===== src/rtl/word_transmitter_pkg.sv =====
// Shared definitions for the two-wire bootloader link (transmitter side).
package word_transmitter_pkg;

    // Link defaults, shared with the far-end word receiver.
    localparam int WORD_WIDTH_DEF = 32;
    localparam int ADDR_WIDTH_DEF = 12;

    // Width of the strobe/gap timer; large enough for any practical divider.
    localparam int TIMER_W = 16;

    // Transmitter state encoding.
    typedef enum logic [1:0] {
        ST_IDLE  = 2'd0,
        ST_SETUP = 2'd1,
        ST_HIGH  = 2'd2,
        ST_GAP   = 2'd3
    } tx_state_e;

endpackage


===== src/rtl/word_transmitter_if.sv =====
// Parallel word handshake feeding the serial transmitter.
interface word_transmitter_if
    import word_transmitter_pkg::*;
#(
    parameter int WORD_WIDTH = WORD_WIDTH_DEF
);
    logic                  in_valid;
    logic                  in_ready;
    logic [WORD_WIDTH-1:0] data_in;

    // Word producer side.
    modport master (
        output in_valid,
        output data_in,
        input  in_ready
    );

    // Transmitter side.
    modport slave (
        input  in_valid,
        input  data_in,
        output in_ready
    );
endinterface


===== src/rtl/word_transmitter_strobe_timer.sv =====
// Reloadable down-counter: load a period, get a terminal-count flag on the
// last cycle of that period. A period of 1 gives terminal count immediately.
module word_transmitter_strobe_timer
    import word_transmitter_pkg::*;
#(
    parameter int CNT_W = TIMER_W
) (
    input  logic             clk,
    input  logic             reset,
    input  logic             load_i,
    input  logic [CNT_W-1:0] period_i,
    output logic             tc_o
);

    logic [CNT_W-1:0] cnt_q;
    logic [CNT_W-1:0] cnt_d;

    // Next count: reload on request, otherwise count down and park at zero.
    always_comb begin
        cnt_d = cnt_q;
        if (load_i) begin
            cnt_d = period_i - CNT_W'(1);
        end else if (cnt_q != '0) begin
            cnt_d = cnt_q - CNT_W'(1);
        end
    end

    // Counter register.
    always_ff @(posedge clk) begin
        if (reset) begin
            cnt_q <= '0;
        end else begin
            cnt_q <= cnt_d;
        end
    end

    assign tc_o = (cnt_q == '0);

endmodule


===== src/rtl/word_transmitter.sv =====
// Serial word transmitter for the two-wire bootloader link. Words arrive over
// a valid/ready handshake and leave MSB-first on dataPin, qualified by the
// rising edge of dataOnPin, with a strobe-low gap after each word.
module word_transmitter
    import word_transmitter_pkg::*;
#(
    parameter int WORD_WIDTH = WORD_WIDTH_DEF,
    parameter int ADDR_WIDTH = ADDR_WIDTH_DEF,
    parameter int CLK_DIV    = 4,
    parameter int GAP_CYCLES = 8
) (
    input  logic                  clk,
    input  logic                  reset,
    word_transmitter_if.slave     wr,
    input  logic                  addr_clear,
    output logic                  dataPin,
    output logic                  dataOnPin,
    output logic                  busy,
    output logic                  word_done,
    output logic [ADDR_WIDTH-1:0] word_count
);

    localparam int BC_W = (WORD_WIDTH > 1) ? $clog2(WORD_WIDTH) : 1;
    localparam logic [BC_W-1:0]    LAST_BIT   = BC_W'(WORD_WIDTH - 1);
    localparam logic [TIMER_W-1:0] DIV_PERIOD = TIMER_W'(CLK_DIV);
    localparam logic [TIMER_W-1:0] GAP_PERIOD = TIMER_W'(GAP_CYCLES);

    tx_state_e             state_q;
    logic [WORD_WIDTH-1:0] shift_q;
    logic [BC_W-1:0]       bit_cnt_q;
    logic                  data_pin_q;
    logic                  data_on_q;
    logic                  busy_q;
    logic                  word_done_q;
    logic                  in_ready_q;
    logic [ADDR_WIDTH-1:0] word_count_q;

    logic                  accept;
    logic                  last_bit;
    logic                  tmr_load;
    logic [TIMER_W-1:0]    tmr_period;
    logic                  tmr_tc;

    assign accept   = wr.in_valid & in_ready_q;
    assign last_bit = (bit_cnt_q == LAST_BIT);

    // Timer reload: start each SETUP/HIGH phase and the trailing gap.
    always_comb begin
        tmr_load   = 1'b0;
        tmr_period = DIV_PERIOD;
        case (state_q)
            ST_IDLE:  tmr_load = accept;
            ST_SETUP: tmr_load = tmr_tc;
            ST_HIGH: begin
                tmr_load = tmr_tc;
                if (last_bit) begin
                    tmr_period = GAP_PERIOD;
                end
            end
            default: tmr_load = 1'b0;
        endcase
    end

    word_transmitter_strobe_timer #(
        .CNT_W (TIMER_W)
    ) u_timer (
        .clk      (clk),
        .reset    (reset),
        .load_i   (tmr_load),
        .period_i (tmr_period),
        .tc_o     (tmr_tc)
    );

    // Transmit FSM; every output is loaded with the value of the state entered.
    always_ff @(posedge clk) begin
        if (reset) begin
            state_q      <= ST_IDLE;
            bit_cnt_q    <= '0;
            data_pin_q   <= 1'b0;
            data_on_q    <= 1'b0;
            busy_q       <= 1'b0;
            word_done_q  <= 1'b0;
            in_ready_q   <= 1'b1;
            word_count_q <= '0;
        end else begin
            word_done_q <= 1'b0;
            case (state_q)
                ST_IDLE: begin
                    if (accept) begin
                        shift_q    <= wr.data_in;
                        bit_cnt_q  <= '0;
                        data_pin_q <= wr.data_in[WORD_WIDTH-1];
                        data_on_q  <= 1'b0;
                        busy_q     <= 1'b1;
                        in_ready_q <= 1'b0;
                        state_q    <= ST_SETUP;
                    end
                end
                ST_SETUP: begin
                    if (tmr_tc) begin
                        data_on_q <= 1'b1;
                        state_q   <= ST_HIGH;
                    end
                end
                ST_HIGH: begin
                    if (tmr_tc) begin
                        data_on_q <= 1'b0;
                        if (last_bit) begin
                            data_pin_q <= 1'b0;
                            state_q    <= ST_GAP;
                        end else begin
                            // Next bit goes out together with the falling strobe.
                            shift_q    <= shift_q << 1;
                            bit_cnt_q  <= bit_cnt_q + BC_W'(1);
                            data_pin_q <= shift_q[WORD_WIDTH-2];
                            state_q    <= ST_SETUP;
                        end
                    end
                end
                ST_GAP: begin
                    if (tmr_tc) begin
                        word_done_q  <= 1'b1;
                        busy_q       <= 1'b0;
                        in_ready_q   <= 1'b1;
                        word_count_q <= word_count_q + ADDR_WIDTH'(1);
                        state_q      <= ST_IDLE;
                    end
                end
                default: state_q <= ST_IDLE;
            endcase
            // Clear overrides a simultaneous increment.
            if (addr_clear) begin
                word_count_q <= '0;
            end
        end
    end

    assign wr.in_ready = in_ready_q;
    assign dataPin     = data_pin_q;
    assign dataOnPin   = data_on_q;
    assign busy        = busy_q;
    assign word_done   = word_done_q;
    assign word_count  = word_count_q;

endmodule


===== src/flat_wrapper.sv =====
// flat-port wrapper written by rule: the top's interface ports become plain ports
module word_transmitter_flat import word_transmitter_pkg::*;
#(
    parameter int WORD_WIDTH = WORD_WIDTH_DEF,
    parameter int ADDR_WIDTH = ADDR_WIDTH_DEF,
    parameter int CLK_DIV    = 4,
    parameter int GAP_CYCLES = 8
)
  (clk, reset, addr_clear, dataPin, dataOnPin, busy, word_done, word_count, wr_in_valid, wr_data_in, wr_in_ready);
  word_transmitter_if #(.WORD_WIDTH(WORD_WIDTH)) wr_i ();
  input  logic clk;
  input  logic reset;
  input  logic addr_clear;
  output logic dataPin;
  output logic dataOnPin;
  output logic busy;
  output logic word_done;
  output logic [ADDR_WIDTH-1:0] word_count;
  input wire logic [$bits(wr_i.in_valid)-1:0] wr_in_valid;
  input wire logic [$bits(wr_i.data_in)-1:0] wr_data_in;
  output wire logic [$bits(wr_i.in_ready)-1:0] wr_in_ready;
  assign wr_i.in_valid = wr_in_valid;
  assign wr_i.data_in = wr_data_in;
  assign wr_in_ready = wr_i.in_ready;
  word_transmitter #(.WORD_WIDTH(WORD_WIDTH), .ADDR_WIDTH(ADDR_WIDTH), .CLK_DIV(CLK_DIV), .GAP_CYCLES(GAP_CYCLES)) u_core (.clk(clk), .reset(reset), .wr(wr_i), .addr_clear(addr_clear), .dataPin(dataPin), .dataOnPin(dataOnPin), .busy(busy), .word_done(word_done), .word_count(word_count));
endmodule

===== config.mk =====
export PLATFORM = sky130hd
export DESIGN_NAME = word_transmitter_flat
export DESIGN_NICKNAME = d
export VERILOG_FILES = /design/src/rtl/word_transmitter_pkg.sv /design/src/rtl/word_transmitter_if.sv /design/src/rtl/word_transmitter_strobe_timer.sv /design/src/rtl/word_transmitter.sv /design/src/flat_wrapper.sv
export SDC_FILE = /design/constraint.sdc
export NUM_CORES = 1
export LEC_CHECK = 0
export ABC_AREA = 1
export CAP_MARGIN = 20
export CELL_PAD_IN_SITES_DETAIL_PLACEMENT = 0
export CELL_PAD_IN_SITES_GLOBAL_PLACEMENT = 1
export CORE_MARGIN = 4
export CORE_UTILIZATION = 40
export CTS_BUF_LIST = sky130_fd_sc_hd__clkbuf_16
export CTS_CLUSTER_SIZE = 24
export DETAILED_ROUTE_END_ITERATION = 6
export HOLD_SLACK_MARGIN = 0.1
export PLACE_DENSITY = 0.8
export SLEW_MARGIN = 20
export SYNTH_ARGS = -nofsm -noshare
export SYNTH_HDL_FRONTEND = slang
export SYNTH_SLANG_ARGS = --single-unit

===== constraint.sdc =====
create_clock -name clk -period 3.5 [get_ports clk]
set_input_delay 0.7 -clock clk [delete_from_list [all_inputs] [get_ports clk]]
set_output_delay 0.7 -clock clk [all_outputs]
set_load 0.005 [all_outputs]

# Word level (Yosys, flattened, before mapping)
# Index checks and enable logic that the tools add are counted.
[op_classes] n_addsub=4 n_mul=0 div=0 n_lt_le_gt_ge=0 eq_ne=9 n_shift=0 n_mux=31 n_bitwise=3 n_reduce_logical=17
[ops] cell="$mux W31" count=3
[ops] cell="$pmux W31 S2" count=1
[ops] cell="$mux W16" count=2
[ops] cell="$logic_not A16 Y1" count=1
[ops] cell="$reduce_bool A16 Y1" count=1
[ops] cell="$sub A16 B1 Y16 const B" count=1
[ops] cell="$mux W5" count=3
[ops] cell="$add A12 B1 Y12 const B" count=1
[ops] cell="$reduce_and A4 Y1" count=3
[ops] cell="$mux W2" count=5
[ops] cell="$pmux W5 S2" count=1
[ops] cell="$mux W1" count=8
[ops] cell="$mux W4" count=2
[ops] cell="$ne A2 B1 Y1 const B" count=4
[ops] cell="$pmux W1 S2" count=4
[ops] cell="$pmux W2 S4" count=1
[ops] cell="$reduce_and A3 Y1" count=2
[ops] cell="$reduce_bool A2 Y1" count=3
[ops] cell="$reduce_or A2 Y1" count=3
[ops] cell="$add A5 B1 Y5 const B" count=1
[ops] cell="$eq A5 B5 Y1 const B" count=1
[ops] cell="$reduce_and A5 Y1" count=1
[ops] cell="$sub A4 B1 Y5 const B" count=1
[ops] cell="$eq A2 B2 Y1 const B" count=2
[ops] cell="8 further kinds" count=9
[totals] regBits=71 latchBits=0 ramBits=0 mem_bits_ro=0 in_bits=36 out_inout_bits=17 word_cells=74 mem_count=0

# Longest topological paths before layout
[logic_depth] depth_word=5 depth_mapped=11 depth_no_buf=11

# Cells and area by module
# A second synthesis with hierarchy kept.
[hier_totals] hier_cells=556 hier_area_um2=3905.0
[modules_own_cells] mod="word_transmitter" n_inst=1 cells_each=327 area_each_um2=2603.7 seq_area_each_um2=1411.4
[modules_own_cells] mod="word_transmitter_strobe_timer" n_inst=1 cells_each=229 area_each_um2=1301.2 seq_area_each_um2=320.3

# Least setup slack after synthesis
# Ideal clock, no wire load.
[synth_timing] path_type="register to register" start="reg u_core.u_timer.cnt_q[0]" end="reg u_core.shift_q[0], enable pin" setup_time_ns=0.419 t_arrival_ns=2.562 t_required_ns=3.081 path_slack_ns=0.519 path_stages_with_launch=10 path_buffers=1 period_less_slack_ns=2.981 cell_sequence="dfxtp_1 inv_1 ha_1 nand2_4 nor2_4 nand2_4 buf_6 nand2_2 nand3_2 nor2_1"
[synth_via] elab_chain_len=3
[synth_rtl] item="from (decl)" line="word_transmitter_strobe_timer.sv:15" source="logic [CNT_W-1:0] cnt_q;"
[synth_rtl] item="from (signal assigned)" line="word_transmitter_strobe_timer.sv:33" source="cnt_q <= cnt_d;"
[synth_rtl] item="$logic_not A16 Y1" line="word_transmitter_strobe_timer.sv:37" source="assign tc_o = (cnt_q == '0);"
[synth_rtl] item="$ne A2 B1 Y1 (no source line)"
[synth_rtl] item="$reduce_and A5 Y1 (no source line)"
[synth_rtl] item="to (signal assigned)" line="word_transmitter.sv:90" source="shift_q <= wr.data_in;"
[synth_rtl] item="to (signal assigned)" line="word_transmitter.sv:113" source="shift_q <= shift_q << 1;"
[synth_rtl] item="to (decl)" line="word_transmitter.sv:29" source="logic [WORD_WIDTH-1:0] shift_q;"
# Every way passes these cells.
# A chain may end at the register's enable or synchronous reset.

# Worst setup path in the final report
[layout_timing] start="reg u_core.state_q[0]" end="reg u_core.shift_q[16], enable pin"
[layout_via] elab_chain_len=3 word_cells_on_any_way=7 classes_between="eq/ne (4); reduce/logical (3)"
[layout_rtl] item="from (decl)" line="word_transmitter.sv:28" source="tx_state_e state_q;"
[layout_rtl] item="from (signal assigned)" line="word_transmitter.sv:77" source="state_q <= ST_IDLE;"
[layout_rtl] item="from (signal assigned)" line="word_transmitter.sv:96" source="state_q <= ST_SETUP;"
[layout_rtl] item="from (signal assigned)" line="word_transmitter.sv:102" source="state_q <= ST_HIGH;"
[layout_rtl] item="$eq A2 B2 Y1 / $logic_not A2 Y1 (equally long branches)" line="word_transmitter.sv:87" source="case (state_q)"
[layout_rtl] item="$ne A2 B2 Y1 (no source line) (tied with other cells)"
[layout_rtl] item="$reduce_and A5 Y1 (no source line) *"
# Every way passes the cells marked *; elsewhere a longest branch is shown, timed or not.

==> summary.md <==
| Metric | Value |
|---|---|
| Flip-flop and latch count after synthesis | `71` |
| Switching Fraction | `around two fifths` |
| Number of iterations in the first detailed-routing pass | `4` |
| Residual overflow from global routing | `0` |
| Clock-pin slew on the worst setup and hold paths | `60 ps` |
| Leakage component of the power | `1.86 nW` |
| Crit-path max FO | `33` |
| Number of placed I/O pins | `between 50 and 60` |
| Post-route setup TNS | `0 ps` |
| Number of hold-repair buffers added at the cts stage | `0` |
| CTS resizes | `0` |
| Global-route total usage across every layer | `between 10% and 20%` |
| Area fraction of the dominant cell type after synthesis | `25.9%` |
| Vertical die dimension | `between 100 and 150 um` |
| Element type at the critical path end | `register` |
| Syn Inst Count | `between 400 and 500` |
| Total power per unit cell area | `877 mW/mm2` |
| Area added between synthesis and finish | `26.7%` |
| Average cell area after synthesis | `~8 um2` |
| Sequential power share | `between 30 and 40%` |
| Number of fill cells in the layout | `approximately 820` |
| Type of the setup path with the least slack | `register to register` |
| Largest net degree at the start of global routing | `36` |
| Net count, final | `~550` |
| Yosys Warn Count | `0` |
| Total setup violations reported at the end of the flow | `0` |
| Pre-CTS setup slack | `~920 ps` |
| H-Tree Level Count | `3` |
| Combinational group share of total power | `roughly 42%` |
| Later-pin clock latency in the skew report | `320 ps` |
| Number of port buffers | `between 50 and 60` |
| WP data required | `about 3500 ps` |
| First-pass GRT wire length | `about 13000 um` |
| Run status | `completed` |
| TritonCTS Sinks | `71` |
| Clk pwr share | `25.5%` |
| Post-CTS setup buffers | `0` |
| Startpoint type of the worst setup path | `register` |
| Half-perimeter wire length of the detailed placement result | `roughly 5200 um` |
| Routability-driven placement congestion ratio | `about 0.81` |
| Post-Route WL | `between 7000 and 8000 um` |
| Antenna violations before repair | `0` |
| Hold Crit Class | `register to register` |
| Final Cycle Share | `between 60% and 70%` |
| Total design power | `around 4.0 mW` |
| Mapped cell area | `between 0.003 and 0.004 mm2` |
| Final hold violation count | `0` |
| Diode count | `0` |
| Fraction of final layout cells with drive strength greater than 1 | `about a tenth` |
| Worst EP arrival | `around 2200 ps` |
| Die outline width | `a little over 100 um` |
| PnR worst setup slack | `roughly 1300 ps` |
| Number of cell rows | `34` |
| DR iter-0 viols | `about 110` |
| Leading cell types by total area after synthesis | `edfxtp_1, dfxtp_1, nand2_1, nor2_1, nand3_1` |
| Net switching power | `around 1.6 mW` |
| Number of nets still failing antenna checks after routing | `0` |
| Wire length per cell after detailed routing | `11.9 um` |
| Placeable core area | `roughly 0.0087 mm2` |
| Average via count per standard cell | `approximately 4.7` |
| Part of the Yosys area used for sequential elements | `48.2%` |
| Die Footprint | `0.0106 mm2` |
| Max rail drop VDD | `about 0.33 mV` |
| Maximum number of buffers from clock root to sink | `2` |
| Number of max-slew violations in the final report | `0` |
| Post-synthesis cell type count | `36` |
| Yosys top cell by area | `edfxtp_1` |
| Syn_nets | `491` |
| Number of global-route vias before repair | `between 2000 and 3000` |
| Max_cap viols | `0` |
| DRC violation count after routing | `0` |
| CTS root buf | `clkbuf_16` |
| Worst clock skew on the final layout | `approximately 8.4 ps` |
| Routed vias | `about 2900` |
| CTS tree | `built` |
| Actual slew at the worst max-slew pin | `roughly 550 ps` |
| Number of buffers inserted during clock tree synthesis | `9` |
| Highest clock frequency the design can meet | `between 400 and 500 MHz` |
| Starting Density | `around two fifths` |
| Internal Power | `roughly 2.4 mW` |
| Unrepaired setup endpoints after global routing | `no` |
| Shortest clock period the worst path allows after layout | `2220 ps` |
| Max-Slew Margin vs Limit | `63.2%` |
==> per-layer routing <==
metal	up-vias	GRT usage, %	part of all wire, %
met5	-	0	0
met4	0	3.69	0.58
met3	4	4.33	3.5
met2	38	25.1	48
met1	1330	19.8	48
li1	1549	-	-
==> cells in the mapped netlist (all sizes together) <==
master / number
a21boi: 2
a21oi: 28
and3: 1
buf: 4
clkbuf: 7
clkinv: 1
dfxtp: 40
edfxtp: 31
ha: 8
inv: 32
nand2: 170
nand3: 29
nand3b: 1
nand4: 6
nor2: 53
nor3: 8
nor3b: 1
o21ai: 7
o31ai: 1
or2: 2
xnor2: 6
xor2: 9
==> critical path, stage by stage, from the launching register on <==
cell and delay [ps]:
dfxtp_1 380, inv_1 80, ha_1 270, buf_4 260
nand2_1 200, nand3_2 170, nor2_2 110, buf_4 360
==> per-stage QoR <==
stage | utilization [%] | cell area, um2 | cells | hold slack [ps]
after floorplan | - | 3590 | 447 | 441
after global placement | 48.4 | 4220 | 599 | 437
after detailed placement | 48.4 | 4220 | 599 | 438
after CTS | 52.2 | 4550 | 615 | 448
after global routing | 52.2 | 4550 | 615 | 476
final | 52.2 | 4550 | 615 | 447
==> state kept, by name, indices dropped and copies added (netlist names), 2 cells and up <==
name and flops:
u_core.bit_cnt_q 5, u_core.u_timer.cnt_q 16, u_core.state_q 2, u_core.shift_q 31, u_core.word_count 12
==> worst paths after layout <==
path / cells past startpoint / to / from / slack (ps)
min reg2reg: 2 / u_core.busy / u_core.busy / 450
max: 7 / u_core.shift_q[16] / u_core.state_q[0] / 1280
max reg2reg: 7 / u_core.shift_q[16] / u_core.state_q[0] / 1280
min: 2 / u_core.busy / u_core.busy / 450
==> power by group through the flow <==
stage	registers [mW]	clock network (mW)	logic [mW]
6_report	1.28	1.02	1.69
5_1_grt	1.30	1.08	1.95
4_1_cts	1.28	1.04	1.72
3_5_place_dp	1.29	0	1.70
3_3_place_gp	1.29	0	1.68
2_1_floorplan	1.27	0	1.39
==> kinds of logic after synthesis <==
| group | after synthesis | synth area share [%] |
|---|---|---|
| simple gates | 271 | 34.2 |
| flops | 71 | 48.2 |
| buf+inv | 44 | 5.05 |
| compound gates | 38 | 6.13 |
| xor+xnor | 15 | 3.65 |
| fa+ha+maj | 8 | 2.78 |
==> cell usage in the layout (no fill, tap or decap) <==
cell type | Yosys | routed
nand2_1 | 162 | 162
clkdlybuf4s50_1 | 0 | 52
dfxtp_1 | 40 | 40
nor2_1 | 38 | 37
edfxtp_1 | 31 | 31
inv_1 | 29 | 29
nand3_1 | 28 | 28
a21oi_1 | 25 | 25
xor2_1 | 9 | 9
clkbuf_16 | 0 | 9
nor2_4 | 8 | 8
ha_1 | 8 | 8
nor2_2 | 6 | 7
nor3_1 | 7 | 7
xnor2_1 | 6 | 6
nand4_1 | 6 | 6
nand2_2 | 5 | 5
o21ai_1 | 4 | 4
inv_2 | 3 | 3
nand2_4 | 3 | 3
clkinv_1 | 1 | 3
bufinv_16 | 0 | 3
buf_4 | 0 | 3
a21boi_1 | 2 | 2
o21ai_0 | 2 | 2
or2_2 | 2 | 2
a21oi_2 | 2 | 2
nand3_2 | 1 | 1
nor2_8 | 1 | 1
a21oi_4 | 1 | 1
o21ai_2 | 1 | 1
nor3b_1 | 1 | 1
nand3b_1 | 1 | 1
nor3_2 | 1 | 1
and3_1 | 1 | 1
o31ai_1 | 1 | 1
clkinv_4 | 0 | 1
clkinv_2 | 0 | 1
==> final cells by class <==
class	instances	area, um2	share of cell area [%]
timing repair buffer	55	543	11.9
clock buffer	9	225	4.95
sequential	71	1730	38.0
multi-input combinational	332	1680	37.0
tap	108	135	2.97
inverter	33	124	2.72
clock inverter	7	111	2.45
No activity file was read; power rests on OpenSTA's default activity.
